--- config.mk ---
export PLATFORM = sky130hd
export DESIGN_NAME = nibble_scatter
export DESIGN_NICKNAME = d
export VERILOG_FILES = /design/src/rtl/nibble_pkg.sv /design/src/rtl/nibble_write_dec.sv /design/src/rtl/nibble_scatter.sv
export SDC_FILE = /design/constraint.sdc
export NUM_CORES = 1
export LEC_CHECK = 0
export CORE_UTILIZATION = 60
export DETAILED_ROUTE_END_ITERATION = 16
export DONT_BUFFER_PORTS = 1
export PLACE_DENSITY_LB_ADDON = 0.08
export SYNTH_ARGS = -nofsm -noshare
export SYNTH_HDL_FRONTEND = slang
export SYNTH_SLANG_ARGS = --single-unit
--- constraint.sdc ---
create_clock -name sysclk -period 3.77 [get_ports sysclk]
set_clock_uncertainty 0.2 [all_clocks]
set_input_delay 0.754 -clock sysclk [delete_from_list [all_inputs] [get_ports sysclk]]
set_output_delay 0.754 -clock sysclk [all_outputs]
set_load 0.02 [all_outputs]
--- src/rtl/nibble_pkg.sv ---
// Shared constants and FSM state type for the nibble scatter block.
package nibble_pkg;
    localparam int NIBBLE_W   = 4;
    localparam int NUM_SLOTS  = 8;
    localparam int SLOT_IDX_W = 3;
    localparam int DATA_W     = NIBBLE_W * NUM_SLOTS;

    typedef enum logic [1:0] {
        IDLE  = 2'd0,
        WR_HI = 2'd1,
        WR_LO = 2'd2,
        DONE  = 2'd3
    } state_t;
endpackage

--- src/rtl/nibble_write_dec.sv ---
// 3-to-8 one-hot slot decoder; all enables low when en is low.
module nibble_write_dec
    import nibble_pkg::*;
(
    input  logic                  en,
    input  logic [SLOT_IDX_W-1:0] idx,
    output logic [NUM_SLOTS-1:0]  we
);
    always_comb begin
        we = '0;
        if (en) we[idx] = 1'b1;
    end
endmodule

--- src/rtl/nibble_scatter.sv ---
// Splits a byte into two nibbles and writes them into slots M then m of a 32-bit register.
// Optional readback outputs (result, match) when NIBBLE_SCATTER_READBACK_EN is defined.
module nibble_scatter
    import nibble_pkg::*;
#(
    parameter logic [DATA_W-1:0] INIT_DATA = 32'h0000_0000
) (
    input  logic              sysclk,
    input  logic              reset,
    input  logic              in_valid,
    output logic              in_ready,
    input  logic [7:0]        in_byte,
    input  logic [5:0]        Mm,
    output logic [DATA_W-1:0] data,
    output logic              busy,
    output logic              done
`ifdef NIBBLE_SCATTER_READBACK_EN
    ,
    output logic [7:0]        result,
    output logic              match
`endif
);
    state_t                state;
    logic [7:0]            hold_byte;
    logic [SLOT_IDX_W-1:0] hold_hi_idx, hold_lo_idx;
    logic                  wr_en;
    logic [SLOT_IDX_W-1:0] wr_idx;
    logic [NIBBLE_W-1:0]   wr_nib;
    logic [NUM_SLOTS-1:0]  we;

    assign in_ready = (state == IDLE);
    assign busy     = (state != IDLE);
    assign done     = (state == DONE);

    // A single decoder serves both write phases; the phase selects index and nibble.
    assign wr_en  = (state == WR_HI) || (state == WR_LO);
    assign wr_idx = (state == WR_HI) ? hold_hi_idx : hold_lo_idx;
    assign wr_nib = (state == WR_HI) ? hold_byte[7:4] : hold_byte[3:0];

    nibble_write_dec u_dec (
        .en  (wr_en),
        .idx (wr_idx),
        .we  (we)
    );

    always_ff @(posedge sysclk) begin
        if (reset) begin
            state       <= IDLE;
            hold_byte   <= '0;
            hold_hi_idx <= '0;
            hold_lo_idx <= '0;
        end else begin
            case (state)
                IDLE: if (in_valid) begin
                    hold_byte   <= in_byte;
                    hold_hi_idx <= Mm[5:3];
                    hold_lo_idx <= Mm[2:0];
                    state       <= WR_HI;
                end
                WR_HI:   state <= WR_LO;
                WR_LO:   state <= DONE;
                default: state <= IDLE;
            endcase
        end
    end

    always_ff @(posedge sysclk) begin
        if (reset) begin
            data <= INIT_DATA;
        end else begin
            for (int k = 0; k < NUM_SLOTS; k++)
                if (we[k]) data[k*NIBBLE_W +: NIBBLE_W] <= wr_nib;
        end
    end

`ifdef NIBBLE_SCATTER_READBACK_EN
    logic [7:0] readback;
    assign readback = {data[{hold_hi_idx, 2'b00} +: NIBBLE_W],
                       data[{hold_lo_idx, 2'b00} +: NIBBLE_W]};

    always_ff @(posedge sysclk) begin
        if (reset) begin
            result <= '0;
            match  <= 1'b0;
        end else if (state == DONE) begin
            result <= readback;
            match  <= (readback == hold_byte);
        end
    end
`endif
endmodule

## Yosys cells after proc, flatten, opt, wreduce, memory -nomap -nowiden

Index checks and enable logic that the tools add are counted.

- Register bits: 48
- Word-level logic and storage cells: 30
- Output and inout bits: 35

- Order comparisons: 2
- Eq/ne operators: 4
- Muxes and demuxes: 7
- Reduce and logical (&&, ||, !) cells: 5

Operator list:

| kind | count |
|---|---|
| 8-bit two-way mux | 1 |
| 2-bit one-hot mux with 3 select lines | 1 |
| 2-bit equality test, second input constant | 2 |
| 3-bit by 4-bit less-than comparator with 1-bit output, second input constant | 1 |
| 4-bit two-way mux | 1 |
| 1-bit demux with 3-bit select | 1 |
| 3-bit by 1-bit >= comparator with 1-bit output, second input constant | 1 |
| 3-bit two-way mux | 1 |
| 2-bit by 1-bit equality test with 1-bit output, second input constant | 1 |
| 2-bit logical NOT | 1 |
| 2-bit two-way mux | 1 |
| 2-bit inequality test, second input constant | 1 |
| 2-bit AND reduction | 1 |
| 2-bit nonzero test | 1 |
| 1-bit logical AND | 1 |
| 1-bit logical OR | 1 |
| 1-bit two-way mux | 1 |

## Logic depth before layout (Yosys ltp)

- Depth after elaboration: 7
- Depth in mapped cells: 7

## By module

From an unflattened synthesis, not the netlist that was laid out.

- Cells, all modules: 201
- Area, all modules: 2072.0 µm²

By module, submodules not included:

| module | sequential area each (µm²) | area an instance (µm²) | times used | cells an instance |
|---|---|---|---|---|
| nibble_scatter | 960.9 | 1976.9 | 1 | 193 |
| nibble_write_dec | 0.0 | 95.1 | 1 | 8 |

## Worst setup path before layout

No wires, ideal clock.

- Kind: register -> output
- Start: register state[0]
- End: output busy
- Path slack: 1.894 ns
- Stages on the path, launching flop included: 4
- Arrival time: 0.922 ns
- Buffers on the path: 0
- Path through: dfxtp_1 inv_1 ha_1 inv_1

- Cells in the longest elaborated chain, start to end: 1

Ends and longest elaborated chain:

| item | line | text |
|---|---|---|
| from (decl) | nibble_scatter.sv:23 | `state_t state;` |
| from (signal assigned) | nibble_scatter.sv:48 | `state <= IDLE;` |
| from (signal assigned) | nibble_scatter.sv:58 | `state <= WR_HI;` |
| from (signal assigned) | nibble_scatter.sv:60 | `WR_HI: state <= WR_LO;` |
| 2-bit nonzero test | nibble_scatter.sv:32 | `assign busy = (state != IDLE);` |
| to (decl) | nibble_scatter.sv:15 | `output logic busy,` |

No other way between the ends.

## Worst setup path in the final report

Ends and elaborated chain as after synthesis.

==> metrics.md <==
| Metric | Value |
|---|---|
| Hold Violations, Final | `0` |
| Max Cap Violations | `0` |
| Syn_area_per_cell | `around 10 µm²` |
| Worst-margin pin slew | `0.713 ns` |
| Post-cts sizing count | `0` |
| Maximum clock rate | `421 MHz` |
| Initial Utilization | `64.5%` |
| CP Class | `flip-flop to primary output` |
| CTS root buf | `clkbuf_4` |
| Die area | `3920 µm²` |
| CP required | `about 2.8 ns` |
| Grt total ovfl | `0` |
| Final design utilization | `66.3%` |
| Synth Register Bits | `between 40 and 50` |
| Clk_lat worst skew | `about 0.36 ns` |
| Share of cells above drive strength 1 | `15.1%` |
| Final setup viols | `0` |
| Worst reg-to-reg setup slack | `1.52 ns` |
| I/O pin count | `52` |
| Dpl hpwl | `between 2 and 3 mm` |
| Synthesized area | `2200 µm²` |
| Area growth from synthesis to layout | `2.67%` |
| Reg2Reg Depth | `5` |
| Crit path max fanout | `6` |
| Via count | `around 1,400` |
| Routed WL per cell | `roughly 16 µm` |
| Worst VDD drop | `312 µV` |
| CTS buffer count | `5` |
| TritonCTS clock tree | `done` |
| RSZ-0062 raised after global routing | `no` |
| Vias in the first global route | `1,344` |
| Post-route minimum period | `2.37 ns` |
| Num rows | `21` |
| Die width | `62.6 µm` |
| Crit start category | `flip-flop` |
| # nets final | `226` |
| Chip height | `62.6 µm` |
| All-Layer GR Usage | `21.5%` |
| Setup Buffers After CTS | `0` |
| Max transition margin | `52.5%` |
| CTS sink cnt | `48` |
| End of the worst hold path | `hold_byte[5]` |
| Core box area | `~3400 µm²` |
| Hold path depth | `1` |
| ANT nets after route | `0` |
| Syn Inst Count | `211` |
| Drt first pass iters | `4` |
| R2r startpoint | `state[1]` |
| Hold buffers post-CTS | `0` |
| Global-route wire length before repair | `~6.5 mm` |
| Initial antenna violation count | `0` |
| Max Slew Vio Count | `0` |
| Iteration-0 DRC Markers | `60` |
| Routability cong. | `0.694` |
| # port buffers | `0` |
| Post-synthesis net count | `about 230` |
| Final wirelength | `about 3.9 mm` |
| Register area share after synthesis | `43.6%` |
| Fin crit share | `63.0%` |
| LEAKAGE | `0.997 nW` |
| Vias/cell | `5.45` |
| CTS Buffer Depth | `2` |
| Ys Warns | `0` |
| Diodes inserted | `0` |
| Post-synth top area share | `43.6%` |
| Status | `completed` |
| Arr. time, crit path | `1.42 ns` |
| RR Endpoint | `data[16]` |
| Pin count of the biggest net entering global routing | `53` |
| DRC violations left | `0` |
| Area contributors post-synth | `dfxtp_1, mux2i_1, nand2b_1` |
| Synth area leader | `dfxtp_1` |
| Clock-pin slew on the worst setup and hold paths | `0.13 ns` |
| H-Tree Depth | `2` |
| Worst hold path type | `input pin to flip-flop` |
| Pwr Density | `457 nW/µm²` |
| Hold path startpoint | `reset` |
| Distinct cell type count after synthesis | `26` |
| CP Capture Type | `primary output` |
| Final setup TNS | `0 ns` |
==> final cells by class <==
class,count,area (µm²)
Multi-Input combinational cell,146,1150
Inverter,3,11.3
Sequential cell,48,961
Tap cell,46,57.6
Clock buffer,5,37.5
Fill cell,295,1150
Clock inverter,3,42.5
==> metal layers <==
| layer | vias to the layer above | track usage (%) | wire length (µm) |
|---|---|---|---|
| li1 | 687 | - | - |
| met1 | 641 | 25.4 | 1700 |
| met2 | 33 | 36.7 | 1980 |
| met3 | 6 | 7.30 | 200 |
| met4 | 0 | 6.10 | 47 |
| met5 | - | 0 | 0 |
==> state kept, by name, summed over array words and instances (netlist names) <==
signal / flops
data: 32
hold_byte: 8
hold_hi_idx: 3
hold_lo_idx: 3
state: 2
==> cell usage in the layout (no fill, tap or decap), types with 2 or more instances in the layout <==
cell / synthesis / routed
a21oi_1: 15 / 15
and3b_2: 2 / 2
clkbuf_4: 0 / 5
dfxtp_1: 48 / 48
ha_1: 5 / 5
inv_1: 3 / 3
mux2i_1: 37 / 37
nand2_1: 29 / 29
nand2b_1: 34 / 34
nor3b_2: 2 / 2
o211ai_2: 3 / 3
o211ai_4: 5 / 5
or2_2: 5 / 5
==> power breakdown <==
part | total (W) | internal, W | leakage (nW) | switching (W)
combinational | 0.000186 | 0.0000710 | 0.567 | 0.000115
sequential | 0.000555 | 0.000530 | 0.389 | 0.0000252
clock | 0.000295 | 0.000138 | 0.0412 | 0.000156
total | 0.00104 | 0.000739 | 0.997 | 0.000297
==> how the worst max path moves through the flow <==
| stage | startpoint | to | slack, ns | depth (start not counted) |
|---|---|---|---|---|
| 2_1_floorplan | state[0] | busy | 1.89 | 3 |
| 3_3_place_gp | state[1] | data[18] | 1.60 | 5 |
| 3_5_place_dp | state[1] | data[19] | 1.51 | 5 |
| 4_1_cts | state[0] | busy | 1.40 | 3 |
| 5_1_grt | state[0] | busy | 1.33 | 3 |
| 6_report | state[0] | busy | 1.40 | 3 |
==> synth_stat cells <==
library cell and number:
buf_12 1, nor3_2 1, nand2b_1 34, ha_1 5, clkbuf_1 5, buf_6 1
and3b_4 1, a21o_1 1, mux2i_1 37, or2_2 5, nor3b_2 2, dfxtp_1 48
o211ai_4 5, nand2_1 29, mux2_4 1, buf_2 2, buf_1 5, a21oi_1 15
and2_0 1, nor2_1 1, and3_2 1, mux2i_4 1, and3b_2 2, inv_1 3
nor3b_4 1, o211ai_2 3
==> worst max-delay path: stages (launching register included) <==
cell and delay, ns:
dfxtp_1 0.36, inv_1 0.11, ha_1 0.39, inv_1 0.20
==> kinds of logic (layout without fill, tap and decap cells) <==
kind of cell / count (synthesis) / after routing / share of synthesized area (%)
fa+ha+maj: 5 / 5 / 2.84
compound gates: 24 / 24 / 10.3
buf+inv: 17 / 11 / 4.09
flops: 48 / 48 / 43.6
simple gates: 78 / 78 / 20.7
mux: 39 / 39 / 18.5
==> metrics by stage <==
step	total power [W]	worst slack, ns	cell area [µm²]	cells	hold slack [ns]
after CTS	0.00105	1.40	2260	251	0.232
after global placement	0.000745	1.60	2180	243	0.239
after floorplan	0.000741	1.89	2200	211	0.236
final	0.00104	1.40	2260	251	0.240
after detailed placement	0.000754	1.51	2180	243	0.241
after global routing	0.00108	1.33	2260	251	0.223
(Power assumes the default switching activity.)
